$ cat config.mk
export PLATFORM = sky130hd
export DESIGN_NAME = note_seq_ctrl
export DESIGN_NICKNAME = d
export VERILOG_FILES = /design/src/rtl/note_seq_pkg.sv /design/src/rtl/note_seq_tick.sv /design/src/rtl/note_seq_ctrl.sv
export SDC_FILE = /design/constraint.sdc
export NUM_CORES = 1
export LEC_CHECK = 0
export ABC_AREA = 1
export CAP_MARGIN = 20
export CORE_ASPECT_RATIO = 0.6
export CORE_MARGIN = 3
export CORE_UTILIZATION = 45
export CTS_CLUSTER_DIAMETER = 120
export DETAILED_ROUTE_END_ITERATION = 12
export GPL_TIMING_DRIVEN = 0
export PLACE_DENSITY = 0.75
export SETUP_SLACK_MARGIN = 0.02
export SLEW_MARGIN = 25
export SYNTH_ARGS = -nofsm -noshare
export SYNTH_HDL_FRONTEND = slang
export SYNTH_SLANG_ARGS = --single-unit
export TNS_END_PERCENT = 50
$ cat constraint.sdc
create_clock -name clk -period 1.3 [get_ports clk]
set_input_delay 0.26 -clock clk [delete_from_list [all_inputs] [get_ports clk]]
set_output_delay 0.26 -clock clk [all_outputs]
set_load 0.02 [all_outputs]
$ cat src/rtl/note_seq_pkg.sv
// note_seq_pkg: shared state encoding and default sizing for the note sequencer
package note_seq_pkg;
  localparam int DATA_WIDTH_DEF = 8;
  localparam int TICK_DIV_DEF = 100000;
  localparam int NOTE_TICKS_DEF = 25;
  typedef enum logic [2:0] {
    IDLE, REC_CLR, RECORD, REC_FLUSH, PLAY_RST, PLAY_FETCH, PLAY_CHECK, PLAY_HOLD
  } state_t;
endpackage

$ cat src/rtl/note_seq_tick.sv
// note_seq_tick: free-running divider emitting a one-cycle tick every TICK_DIV enabled cycles
module note_seq_tick
  import note_seq_pkg::*;
#(
  parameter int TICK_DIV = TICK_DIV_DEF
) (
  input  logic clk,
  input  logic rst,
  input  logic clr,
  input  logic en,
  output logic tick
);
  localparam int TW = TICK_DIV > 1 ? $clog2(TICK_DIV) : 1;
  logic [TW-1:0] cnt;
  assign tick = en && cnt == TW'(TICK_DIV - 1);
  always_ff @(posedge clk or posedge rst)
    if (rst) cnt <= '0;
    else if (clr) cnt <= '0;
    else if (en) cnt <= tick ? '0 : cnt + 1'b1;
endmodule

$ cat src/rtl/note_seq_ctrl.sv
// note_seq_ctrl: record/playback sequencer driving the note memory; NOTE_SEQ_LOOP_EN enables looped playback
module note_seq_ctrl
  import note_seq_pkg::*;
#(
  parameter int DATA_WIDTH = DATA_WIDTH_DEF,
  parameter int TICK_DIV = TICK_DIV_DEF,
  parameter int NOTE_TICKS = NOTE_TICKS_DEF
) (
  input  logic                  clk,
  input  logic                  rst,
  input  logic                  rec_start,
  input  logic                  play_start,
  input  logic                  stop,
  input  logic [DATA_WIDTH-1:0] key_note,
  input  logic                  key_valid,
  output logic                  mem_rst_n,
  output logic                  mem_write_en,
  output logic                  mem_read_en,
  output logic                  mem_read_rst,
  output logic [DATA_WIDTH-1:0] mem_data_in,
  input  logic [DATA_WIDTH-1:0] mem_data_out,
  input  logic                  mem_output_ready,
  output logic [DATA_WIDTH-1:0] play_note,
  output logic                  play_valid,
  output logic                  busy,
  output logic [2:0]            state_out
);
  localparam int HW = $clog2(NOTE_TICKS + 1);
  state_t state, nxt;
  logic [HW-1:0] hold_cnt;
  logic tick, stop_play, hold_done, loop_again, valid_d;
  logic [DATA_WIDTH-1:0] note_d;
  note_seq_tick #(.TICK_DIV(TICK_DIV)) u_tick (
    .clk (clk),
    .rst (rst),
    .clr (state == PLAY_CHECK),
    .en  (state == PLAY_HOLD),
    .tick(tick)
  );
  assign stop_play = stop && state >= PLAY_RST;
  assign hold_done = tick && hold_cnt == HW'(NOTE_TICKS - 1);
  assign busy = state != IDLE;
  assign state_out = state;
`ifdef NOTE_SEQ_LOOP_EN
  // Only rewind when this pass produced something, so an empty memory never spins
  logic played;
  always_ff @(posedge clk or posedge rst)
    if (rst) played <= 1'b0;
    else if (state == PLAY_RST) played <= 1'b0;
    else if (state == PLAY_CHECK && mem_output_ready) played <= 1'b1;
  assign loop_again = played;
`else
  assign loop_again = 1'b0;
`endif
  always_comb begin
    nxt = state;
    case (state)
      IDLE:       nxt = stop ? IDLE : rec_start ? REC_CLR : play_start ? PLAY_RST : IDLE;
      REC_CLR:    nxt = RECORD;
      RECORD:     nxt = stop ? REC_FLUSH : RECORD;
      REC_FLUSH:  nxt = IDLE;
      PLAY_RST:   nxt = stop ? IDLE : PLAY_FETCH;
      PLAY_FETCH: nxt = stop ? IDLE : PLAY_CHECK;
      PLAY_CHECK: nxt = stop ? IDLE : mem_output_ready ? PLAY_HOLD : loop_again ? PLAY_RST : IDLE;
      PLAY_HOLD:  nxt = stop ? IDLE : hold_done ? PLAY_FETCH : PLAY_HOLD;
      default:    nxt = IDLE;
    endcase
  end
  // The played note only changes at a fetch result or an abort; across a loop wrap it is held
  always_comb begin
    note_d = stop_play ? '0 : state != PLAY_CHECK ? play_note :
             mem_output_ready ? mem_data_out : loop_again ? play_note : '0;
    valid_d = stop_play ? 1'b0 : state != PLAY_CHECK ? play_valid : mem_output_ready | loop_again;
  end
  always_ff @(posedge clk or posedge rst)
    if (rst) begin
      state        <= IDLE;
      hold_cnt     <= '0;
      mem_rst_n    <= 1'b1;
      mem_write_en <= 1'b0;
      mem_read_en  <= 1'b0;
      mem_read_rst <= 1'b0;
      mem_data_in  <= '0;
      play_note    <= '0;
      play_valid   <= 1'b0;
    end else begin
      state        <= nxt;
      hold_cnt     <= state == PLAY_CHECK ? '0 : (state == PLAY_HOLD && tick) ? hold_cnt + 1'b1 : hold_cnt;
      mem_rst_n    <= nxt != REC_CLR;
      mem_write_en <= nxt == RECORD && key_valid;
      mem_read_en  <= nxt == PLAY_FETCH;
      mem_read_rst <= nxt == PLAY_RST;
      mem_data_in  <= nxt == RECORD ? key_note : '0;
      play_note    <= note_d;
      play_valid   <= valid_d;
    end
endmodule

==> results of run 1 <==
-- path summary, 6_finish.rpt --
| kind | slack [ns] | endpoint | startpoint | cells past startpoint |
|---|---|---|---|---|
| setup / recovery | -0.27 | mem_data_in[1] | u_tick.cnt[5] | 8 |
| max in group asynchronous | 0.50 | mem_rst_n | rst | 3 |
| min in group clk | 0.46 | mem_data_in[1] | key_note[1] | 3 |
| hold / removal | 0.28 | u_tick.cnt[12] | rst | 2 |
| setup reg to reg | -0.27 | mem_data_in[1] | u_tick.cnt[5] | 8 |
| hold reg to reg | 0.53 | play_note[7] | play_note[7] | 2 |
-- power breakdown --
part | total [mW] | internal, mW | switching, mW
Combinational | 2.31 | 1.00 | 1.31
Clock | 1.07 | 0.574 | 0.498
Sequential | 1.99 | 1.74 | 0.251
Total | 5.37 | 3.31 | 2.06
-- repair_timing --
action / in CTS / in global routing
resized for setup: 96 / 70
setup buffers: 19 / 16
pin swaps: 12 / 31
setup endpoints to repair: 65 / 55
cloned: 2 / 1
-- per-layer routing --
layer	up-vias	track usage [%]	part of all wire, %
met1	1104	28.9	40
li1	1027	-	-
met3	40	6.43	9.8
met4	0	5.80	4.6
met5	-	0	0
met2	161	35.3	45
-- worst max-delay path, delay by kind of cell, from the launching register on --
kind	cells	cell delay (ns)
and+or+nand+nor	7	0.87
DFF	1	0.46
buffers and inverters	1	0.13
-- metrics by stage --
step / TNS (ns) / instances / util [%]
floorplan: -1.53 / 262 / -
global placement: -18.68 / 372 / 60.1
detailed placement: -18.94 / 372 / 60.1
CTS: -3.87 / 401 / 69.0
global route: -10.61 / 418 / 76.6
finish: -7.68 / 418 / 76.6
-- cells in the final DEF, fill, tap and decap left out, types with 6 or more instances in the layout --
master and n:
nand2_1 41, dfrtp_1 40, nor2_1 29, buf_4 28, inv_1 23, clkdlybuf4s50_1 21
nand3_1 11, nor2_4 10, nand3_2 9, nor2_2 9, nand2_2 9, dlygate4sd2_1 9
inv_2 8, clkdlybuf4s15_1 8, buf_6 8, nand2_4 6, nand4_1 6, a32o_1 6
-- state kept, by name, indices dropped and copies added (netlist names) --
| register | count |
|---|---|
| hold_cnt | 5 |
| mem_write_en | 1 |
| play_valid | 1 |
| u_tick.cnt | 17 |
| mem_data_in | 8 |
| mem_rst_n | 1 |
| play_note | 8 |
| mem_read_en | 1 |
| state_out | 3 |
| mem_read_rst | 1 |
-- cell usage after synthesis, drive strengths merged (3+ instances only) --
cell / instances
nand2: 57
nor2: 48
dfrtp: 45
inv: 35
nand3: 24
a32o: 7
o21ai: 7
nand4: 6
xor2: 6
nor3b: 5
nor3: 4
ha: 3
-- cell type report --
type,instances,area (sq um)
Buffer,4,48.8
Clock buffer,6,72.6
Clock inverter,2,37.5
Fill cell,273,1090
Inverter,35,149
Multi-Input combinational cell,178,1270
Sequential cell,46,1160
Tap cell,63,78.8
Timing Repair Buffer,84,769
-- kinds of logic (layout without fill, tap and decap cells) --
family,Yosys count,after routing,share of synthesized area [%]
simple gates,146,147,29.8
flops,46,46,51.7
buf+inv,39,131,7.24
compound gates,21,21,6.79
xor+xnor,7,7,2.75
fa+ha+maj,3,3,1.68
==> results.tsv, run 1 <==
metric	value	unit
Final ANT Viol Nets	0	
FP Rows	19	
Area after DPL	0.00281	sq mm
vias in the first global route	2041	
setup ws final	-0.268	ns
top_reg_cell synth	dfrtp_1	
Vias per Instance	5.58	
max incr delay on CP	0.46	ns
Rel. slew slack	70.6	%
Worst VDD drop	1150	uV
core area	0.00468	sq mm
Worst-path clk slew	0.08	ns
Root Buffer	clkbuf_8	
Place WS	-0.504	ns
Synth Register Bits	46	
status	finished with violations	
syn avg cell area	8.51	sq um
type of destination of the critical path	flop	
gpl congestion	0.842	
Layout area overhead	61.0	%
starting density of the core	47.6	%
Die Ht	60.5	um
Worst Path Arrival	1.77	ns
Clock Latency Late Sink	0.31	ns
first-pass GRT wire length	9.97	mm
Ports	48	
worst-path cell chain	inv_1 > nand3_1 > nor2_4 > nand3_1 > nand2_2 > nand2_4 > nand2_2 > nor2_1	
CTS sink count	46	
overflow left after global routing	0	
largest net degree at the start of global routing	47	
Setup crit start kind	flop	
Fin. Hold Viols	0	
initial antenna violation count	0	
hold_buf cts	0	
die area	0.00586	sq mm
final period utilization	121	%
HPWL after detailed placement	3.65	mm
via count	2332	
Critical Path RT	1.50	ns
Seq/Total Area, Yosys	51.7	%
n_diodes	0	
Total Wirelength	7.41	mm
clk_skew	0.0157	ns
overall global routing resource usage	21.6	%
minimum clock period	1.57	ns
PwrDens	1500	mW/mm^2
share of Yosys cell area claimed by the top area cell type	50.5	%
EDFF count, synth	0	
top cells by area, synth	dfrtp_1 51%, nand2_1 8.6%, nor2_1 7.6%	
mapped cell area	0.00223	sq mm
number of max-cap violations	0	
Final setup viols	44	
CTS tree	done	
slowest CP cell	dfrtp_1	
leakage	1.68	nW
Die Wd	96.8	um
Nets	380	
failing checks	setup timing	
Yosys cell types	29	
Hold Path Class	in -> async	
RSZ-0062 raised after global routing	true	
clock buffer count from CTS	5	
ys async rst share	100	%
DRT Pass-1 Iters	6	
wire length per cell	17.7	um
cell count after synthesis	262	
Net Count, Synth	288	
CTS max path bufs	2	
Total Power	5.37	mW
final instance area	0.00359	sq mm
layout cells sized above 1	40.0	%
Iter 0 DRT Violations	342	
Worst Tran Pin Value	0.441	ns
I/O Buffers	47	
yosys warns	0	
Yosys top cell by area	dfrtp_1	
DRC	0	
max-slew violation count	0	
Fin Hold WS	0.281	ns
Setup CP Type	reg -> reg	
H-tree depth	2	
Max Freq	0.638	GHz
Max FO, Critical Path	4	
Power figures use the tool's default switching activity.
==> inputs of run 2 (changes only) <==
- GPL_TIMING_DRIVEN: 0 -> not set
==> run 2 against run 1 <==
The flow still finishes with violations (setup timing). Combinational power grew 29%. Final area grew 7.4%. Worst setup slack lost 0.020 ns. Clock skew shrank 0.0061 ns. Non-clock buffer count grew 36. Via count grew 8.7%. Critical path type unchanged. Largest cell class unchanged.
==> results.tsv, run 2 (synthesis gave the netlist of run 1 again) <==
metric	value	unit	change
status	finished with violations		
failing checks	setup timing		
Sequential Power Share	33.6	%	-3.4 points
CTS tree	done		
HPWL after detailed placement	4.42	mm	+21%
clock buffer count from CTS	5		unchanged
via count	2536		+8.7%
first-pass GRT wire length	10.6	mm	+6.2%
Bufs and invs on worst path	1		unchanged
clock share of power	15.7	%	-4.3 points
Ports	48		unchanged
max incr delay on CP	0.43	ns	-0.03 ns
wire length per cell	17.7	um	about the same
slowest CP cell	dfrtp_1		
CTS sink count	46		unchanged
post-route setup TNS	-8.50	ns	-0.818 ns
overflow left after global routing	0		unchanged
Worst Path Arrival	1.78	ns	about the same
final period utilization	122	%	+1.5 points
number of max-cap violations	0		unchanged
Max Freq	0.630	GHz	-1.2%
initial antenna violation count	0		unchanged
switching power total	2.34	mW	+14%
Worst Setup SP	u_tick.cnt[6]		
worst-path cell chain	inv_2 > nand2_2 > nor2_2 > nand2_2 > nor2_4 > nand3_1 > nand2_2 > nand2_4 > nand2_8 > nor2_4		
RR Startpoint	u_tick.cnt[6]		
reg2reg end	mem_data_in[4]		
DRT Pass-1 Iters	5		-1
die area	0.00586	sq mm	unchanged
leakage	1.86	nW	+11%
Non-Filler Instances	454		+8.6%
Worst VDD drop	1310	uV	+14%
n_diodes	0		unchanged
vias in the first global route	2197		+7.6%
cell family with most CP delay	simple AND/OR/NAND/NOR gates		
clk_skew	0.00959	ns	-0.00609 ns
core area	0.00468	sq mm	unchanged
Final ANT Viol Nets	0		unchanged
Layout area overhead	72.9	%	
most frequent CP cell	nand2_2		
placed cell count	430		+16%
Die Ht	60.5	um	unchanged
Fin. Hold Viols	0		unchanged
DRC	0		unchanged
Critical Path RT	1.49	ns	about the same
Place WS	-0.420	ns	+0.0843 ns
commonest non-fill, non-tap cell in the layout	buf_4		
Worst Tran Pin Value	0.261	ns	-0.180 ns
Hold Path Class	in -> async		
Gate power share	50.7	%	+7.6 points
R2R Setup Slk	-0.29	ns	-0.02 ns
top flop regs	u_tick.cnt (17), mem_data_in (8), play_note (8)		
Setup crit start kind	flop		
register with the most flip-flops	u_tick.cnt		
largest net degree at the start of global routing	32		-32%
Iter 0 DRT Violations	366		+7.0%
H-tree depth	2		unchanged
max-slew violation count	0		unchanged
Worst-path clk slew	0.09	ns	about the same
FP Rows	19		unchanged
CTS max path bufs	2		unchanged
Setup CP Type	reg -> reg		
I/O Buffers	47		unchanged
setup ws final	-0.287	ns	-0.0197 ns
instance count on the critical path	10		+2
starting density of the core	47.6	%	unchanged
gpl congestion	0.900		+6.9%
Nets	416		+9.5%
most frequent cells in the layout	62 x buf_4, 43 x nand2_1, 41 x dfrtp_1		
RSZ-0062 raised after global routing	true		
CP endpoint	mem_data_in[4]		
Root Buffer	clkbuf_8		
overall global routing resource usage	23.1	%	+1.5 points
switch share	39.9	%	+1.6 points
Rel. slew slack	82.6	%	+12 points
Total Wirelength	8.04	mm	+8.6%
Max FO, Critical Path	5		+1
Clock Latency Late Sink	0.30	ns	about the same
P_int	3.52	mW	+6.3%
minimum clock period	1.59	ns	+0.0197 ns
PwrDens	1520	mW/mm^2	+1.6%
layout cells sized above 1	44.5	%	+4.5 points
Worst R2R Path Depth	10		+2
Die Wd	96.8	um	unchanged
type of destination of the critical path	flop		
Fin Hold WS	0.226	ns	-0.0542 ns
Final setup viols	46		+4.5%
number of flip-flops in the largest register	17		unchanged
Total Power	5.86	mW	+9.1%
Vias per Instance	5.59		+0.12%
==> run 2: cell type report <==
| type | instances | area, sq um |
|---|---|---|
| well taps | 63 | 78.8 |
| clock buffers | 7 | 86.3 |
| flip-flops and latches | 46 | 1160 |
| inverters | 35 | 138 |
| clock inverters | 1 | 5.00 |
| multi-input cells | 178 | 1280 |
| fillers | 236 | 831 |
| repair buffers | 124 | 1100 |
==> run 2: how the worst min path moves through the flow <==
stage                       from             end  slack, ns  depth (start not counted)
CTS                          rst  mem_data_in[6]       0.24                          2
global route                 rst  mem_data_in[6]       0.23                          2
floorplan                    rst     hold_cnt[0]       0.28                          1
detailed placement  play_note[7]    play_note[7]       0.50                          2
finish                       rst  mem_data_in[6]       0.23                          2
global placement    play_note[7]    play_note[7]       0.49                          2
==> run 2: metrics by stage <==
step	utilization [%]	instance area, sq um
after floorplan	-	2260
after global placement	69.7	3260
after detailed placement	69.7	3260
after CTS	75.3	3530
after global routing	82.3	3850
final	82.3	3850
==> run 2: power groups by stage <==
stage                     clock network [mW]  registers [mW]  logic, mW
final                                  0.918            1.97       2.97
after global routing                   0.993            2.00       3.15
after CTS                              0.903            1.92       2.37
after detailed placement                   0            1.93       2.13
after global placement                     0            1.93       2.08
after floorplan                            0            2.25      0.660
==> run 2: routing by layer <==
metal  GRT usage [%]  wire [um]  vias to the layer above
li1                -          -                     1099
met1            31.4       3400                     1260
met2            39.4       3820                      150
met3            4.94        642                       27
met4            4.60        180                        0
met5               0          0                        -
==> run 2: repair_timing <==
item,4_1_cts,5_1_grt
resized for setup,86,80
pin swaps,10,27
hold buffers,0,0
cloned,1,1
setup buffers,5,10
endpoints found under the setup margin,65,60
==> run 2: worst reg2reg max path, stage by stage, from the launching register on <==
cell and delay, ns:
dfrtp_1 0.43, inv_2 0.09, nand2_2 0.05, nor2_2 0.11
nand2_2 0.08, nor2_4 0.19, nand3_1 0.15, nand2_2 0.13
nand2_4 0.10, nand2_8 0.12, nor2_4 0.05
==> inputs of run 3 (changes only) <==
- CORE_MARGIN: 3 -> 2
==> run 3 against run 2 <==
The run still ends with setup timing left. Non-clock buffer count unchanged. Worst setup slack got worse by 0.084 ns. First-iteration DRC count rose by 20%. Final area increased by 1.3%. Sequential share of layout area is 0.39 points lower. Worst hold slack better by 0.099 ns. Sequential cell count is the same. Combinational power fell by 4%. Critical path depth fell by 3. Fmax down 5.0%. Die area fell by 5.3%. Critical path type unchanged.
==> results.tsv, run 3 (synthesis gave the netlist of run 1 again) <==
metric	value	unit	change
n_diodes	0		unchanged
Max Freq	0.598	GHz	-5.0%
FP Rows	19		unchanged
multi-input logic area	0.00133	sq mm	+3.6%
register with the most flip-flops	u_tick.cnt		
Hold Path Class	in -> async		
gpl congestion	0.841		-6.6%
status	finished with violations		
Total Wirelength	9.35	mm	+16%
Max FO, Critical Path	4		-1
switching power total	2.28	mW	-2.3%
Filler cells	227		-3.8%
overflow left after global routing	0		unchanged
DRT Pass-1 Iters	9		+4
setup ws final	-0.371	ns	-0.0836 ns
top flop regs	u_tick.cnt (17), mem_data_in (8), play_note (8)		
I/O Buffers	47		unchanged
minimum clock period	1.67	ns	+0.0836 ns
clk_skew	0.0136	ns	+0.00399 ns
number of max-cap violations	0		unchanged
layout cells sized above 1	46.0	%	+1.5 points
RR Startpoint	state_out[1]		
Final ANT Viol Nets	0		unchanged
type of destination of the critical path	flop		
reg2reg end	mem_read_en		
overall global routing resource usage	29.0	%	+5.9 points
Setup crit start kind	flop		
PwrDens	1460	mW/mm^2	-4.0%
Worst Path Arrival	1.90	ns	+0.12 ns
largest net degree at the start of global routing	35		+9.4%
Iter 0 DRT Violations	441		+20%
Worst VDD drop	1100	uV	-16%
Rel. slew slack	69.4	%	-13 points
clock buffer count from CTS	5		unchanged
Worst Setup SP	state_out[1]		
Die Ht	58.5	um	-3.3%
commonest non-fill, non-tap cell in the layout	buf_4		
Root Buffer	clkbuf_8		
initial antenna violation count	0		unchanged
HPWL after detailed placement	4.24	mm	-4.2%
clock share of power	15.3	%	-0.4 points
Clock Latency Late Sink	0.31	ns	about the same
P_int	3.41	mW	-3.1%
failing checks	setup timing		
Sequential Power Share	34.7	%	+1.1 points
Nets	416		unchanged
number of flip-flops in the largest register	17		unchanged
CTS tree	done		
Die Wd	94.8	um	-2.1%
Ports	48		unchanged
CTS sink count	46		unchanged
CP endpoint	mem_read_en		
Worst Tran Pin Value	0.455	ns	+0.194 ns
Worst-path clk slew	0.09	ns	about the same
starting density of the core	47.8	%	+0.24 points
Setup CP Type	reg -> reg		
R2R Setup Slk	-0.37	ns	-0.08 ns
Critical Path RT	1.53	ns	+0.04 ns
via count	2658		+4.8%
Vias per Instance	5.85		+4.8%
most frequent cells in the layout	60 x buf_4, 41 x nand2_1, 41 x dfrtp_1		
core area	0.00466	sq mm	-0.51%
vias in the first global route	2489		+13%
Layout area overhead	75.2	%	
post-route setup TNS	-9.69	ns	-1.19 ns
Fin. Hold Viols	0		unchanged
leakage	1.86	nW	-0.27%
first-pass GRT wire length	11.9	mm	+13%
hold_buf cts	0		unchanged
wire length per cell	20.6	um	+16%
Gate power share	49.9	%	-0.8 points
Final setup viols	45		-2.2%
switch share	40.1	%	+0.20 points
final period utilization	129	%	+6.4 points
H-tree depth	2		unchanged
Worst R2R Path Depth	7		-3
Total Power	5.70	mW	-2.7%
FF/Latch Area	0.00116	sq mm	unchanged
die area	0.00555	sq mm	-5.3%
RSZ-0062 raised after global routing	true		
CTS max path bufs	2		unchanged
DRC	0		unchanged
max-slew violation count	0		unchanged
## run 3: cell types whose count changed in the layout (fill, tap and decap cells not counted), moves of 3 or more
| cell | before | now |
|---|---|---|
| nand2_4 | 5 | 9 |
| inv_2 | 10 | 6 |
| nor2_2 | 13 | 10 |
| nor2_1 | 24 | 28 |
| dlygate4sd2_1 | 9 | 5 |
| buf_6 | 13 | 17 |
## run 3: worst max-delay path: stages (launching register included)
cell,delay [ns]
dfrtp_2,0.48
nor2_2,0.17
buf_4,0.14
nand4_1,0.13
nand4_1,0.24
buf_4,0.15
nand3_1,0.12
nor2_2,0.16
## run 3: worst min-delay path by stage
stage / from / to / slack [ns]
floorplan: rst / hold_cnt[0] / 0.28
global placement: play_note[7] / play_note[7] / 0.49
detailed placement: play_valid / play_valid / 0.50
CTS: rst / u_tick.cnt[1] / 0.34
global route: rst / u_tick.cnt[1] / 0.34
finish: rst / u_tick.cnt[16] / 0.33
## run 3: layout make-up
| type | count | area share, % |
|---|---|---|
| multi-input cells | 178 | 34.1 |
| clock inverters | 1 | 0.192 |
| well taps | 63 | 2.02 |
| repair buffers | 124 | 28.0 |
| inverters | 35 | 4.07 |
| flip-flops and latches | 46 | 29.6 |
| clock buffers | 7 | 1.96 |
## run 3: power by group through the flow
stage          logic, mW  clock network [mW]  registers (mW)
2_1_floorplan      0.660                   0            2.25
3_3_place_gp        2.07                   0            1.93
3_5_place_dp        2.12                   0            1.93
4_1_cts             2.46               0.875            1.93
5_1_grt             2.97               0.983            2.00
6_report            2.84               0.874            1.98
## run 3: through the flow
stage	hold WS, ns	std cells	cell area [sq um]	worst slack, ns	utilization [%]
after global placement	0.490	428	3240	-0.357	69.4
after global routing	0.343	454	3900	-0.391	83.8
after CTS	0.338	452	3600	-0.187	77.2
final	0.325	454	3900	-0.371	83.8
after floorplan	0.276	262	2260	-0.0742	-
after detailed placement	0.496	428	3240	-0.425	69.4
## run 3: metal layers
layer / global-route usage (%) / share of wire [%] / wire [um] / up-vias
met5: 0.926 / 0 / 0 / -
met4: 16.6 / 5.1 / 478 / 0
met3: 7.30 / 10 / 946 / 66
met2: 47.0 / 46 / 4290 / 232
met1: 36.0 / 39 / 3630 / 1260
li1: - / - / - / 1100
## run 3: what timing repair did
item,4_1_cts,5_1_grt
gates resized for setup,92,98
endpoints found under the hold margin,0,0
cloned,2,0
pin swaps,18,29
buffers inserted,14,7
setup endpoints to repair,59,61
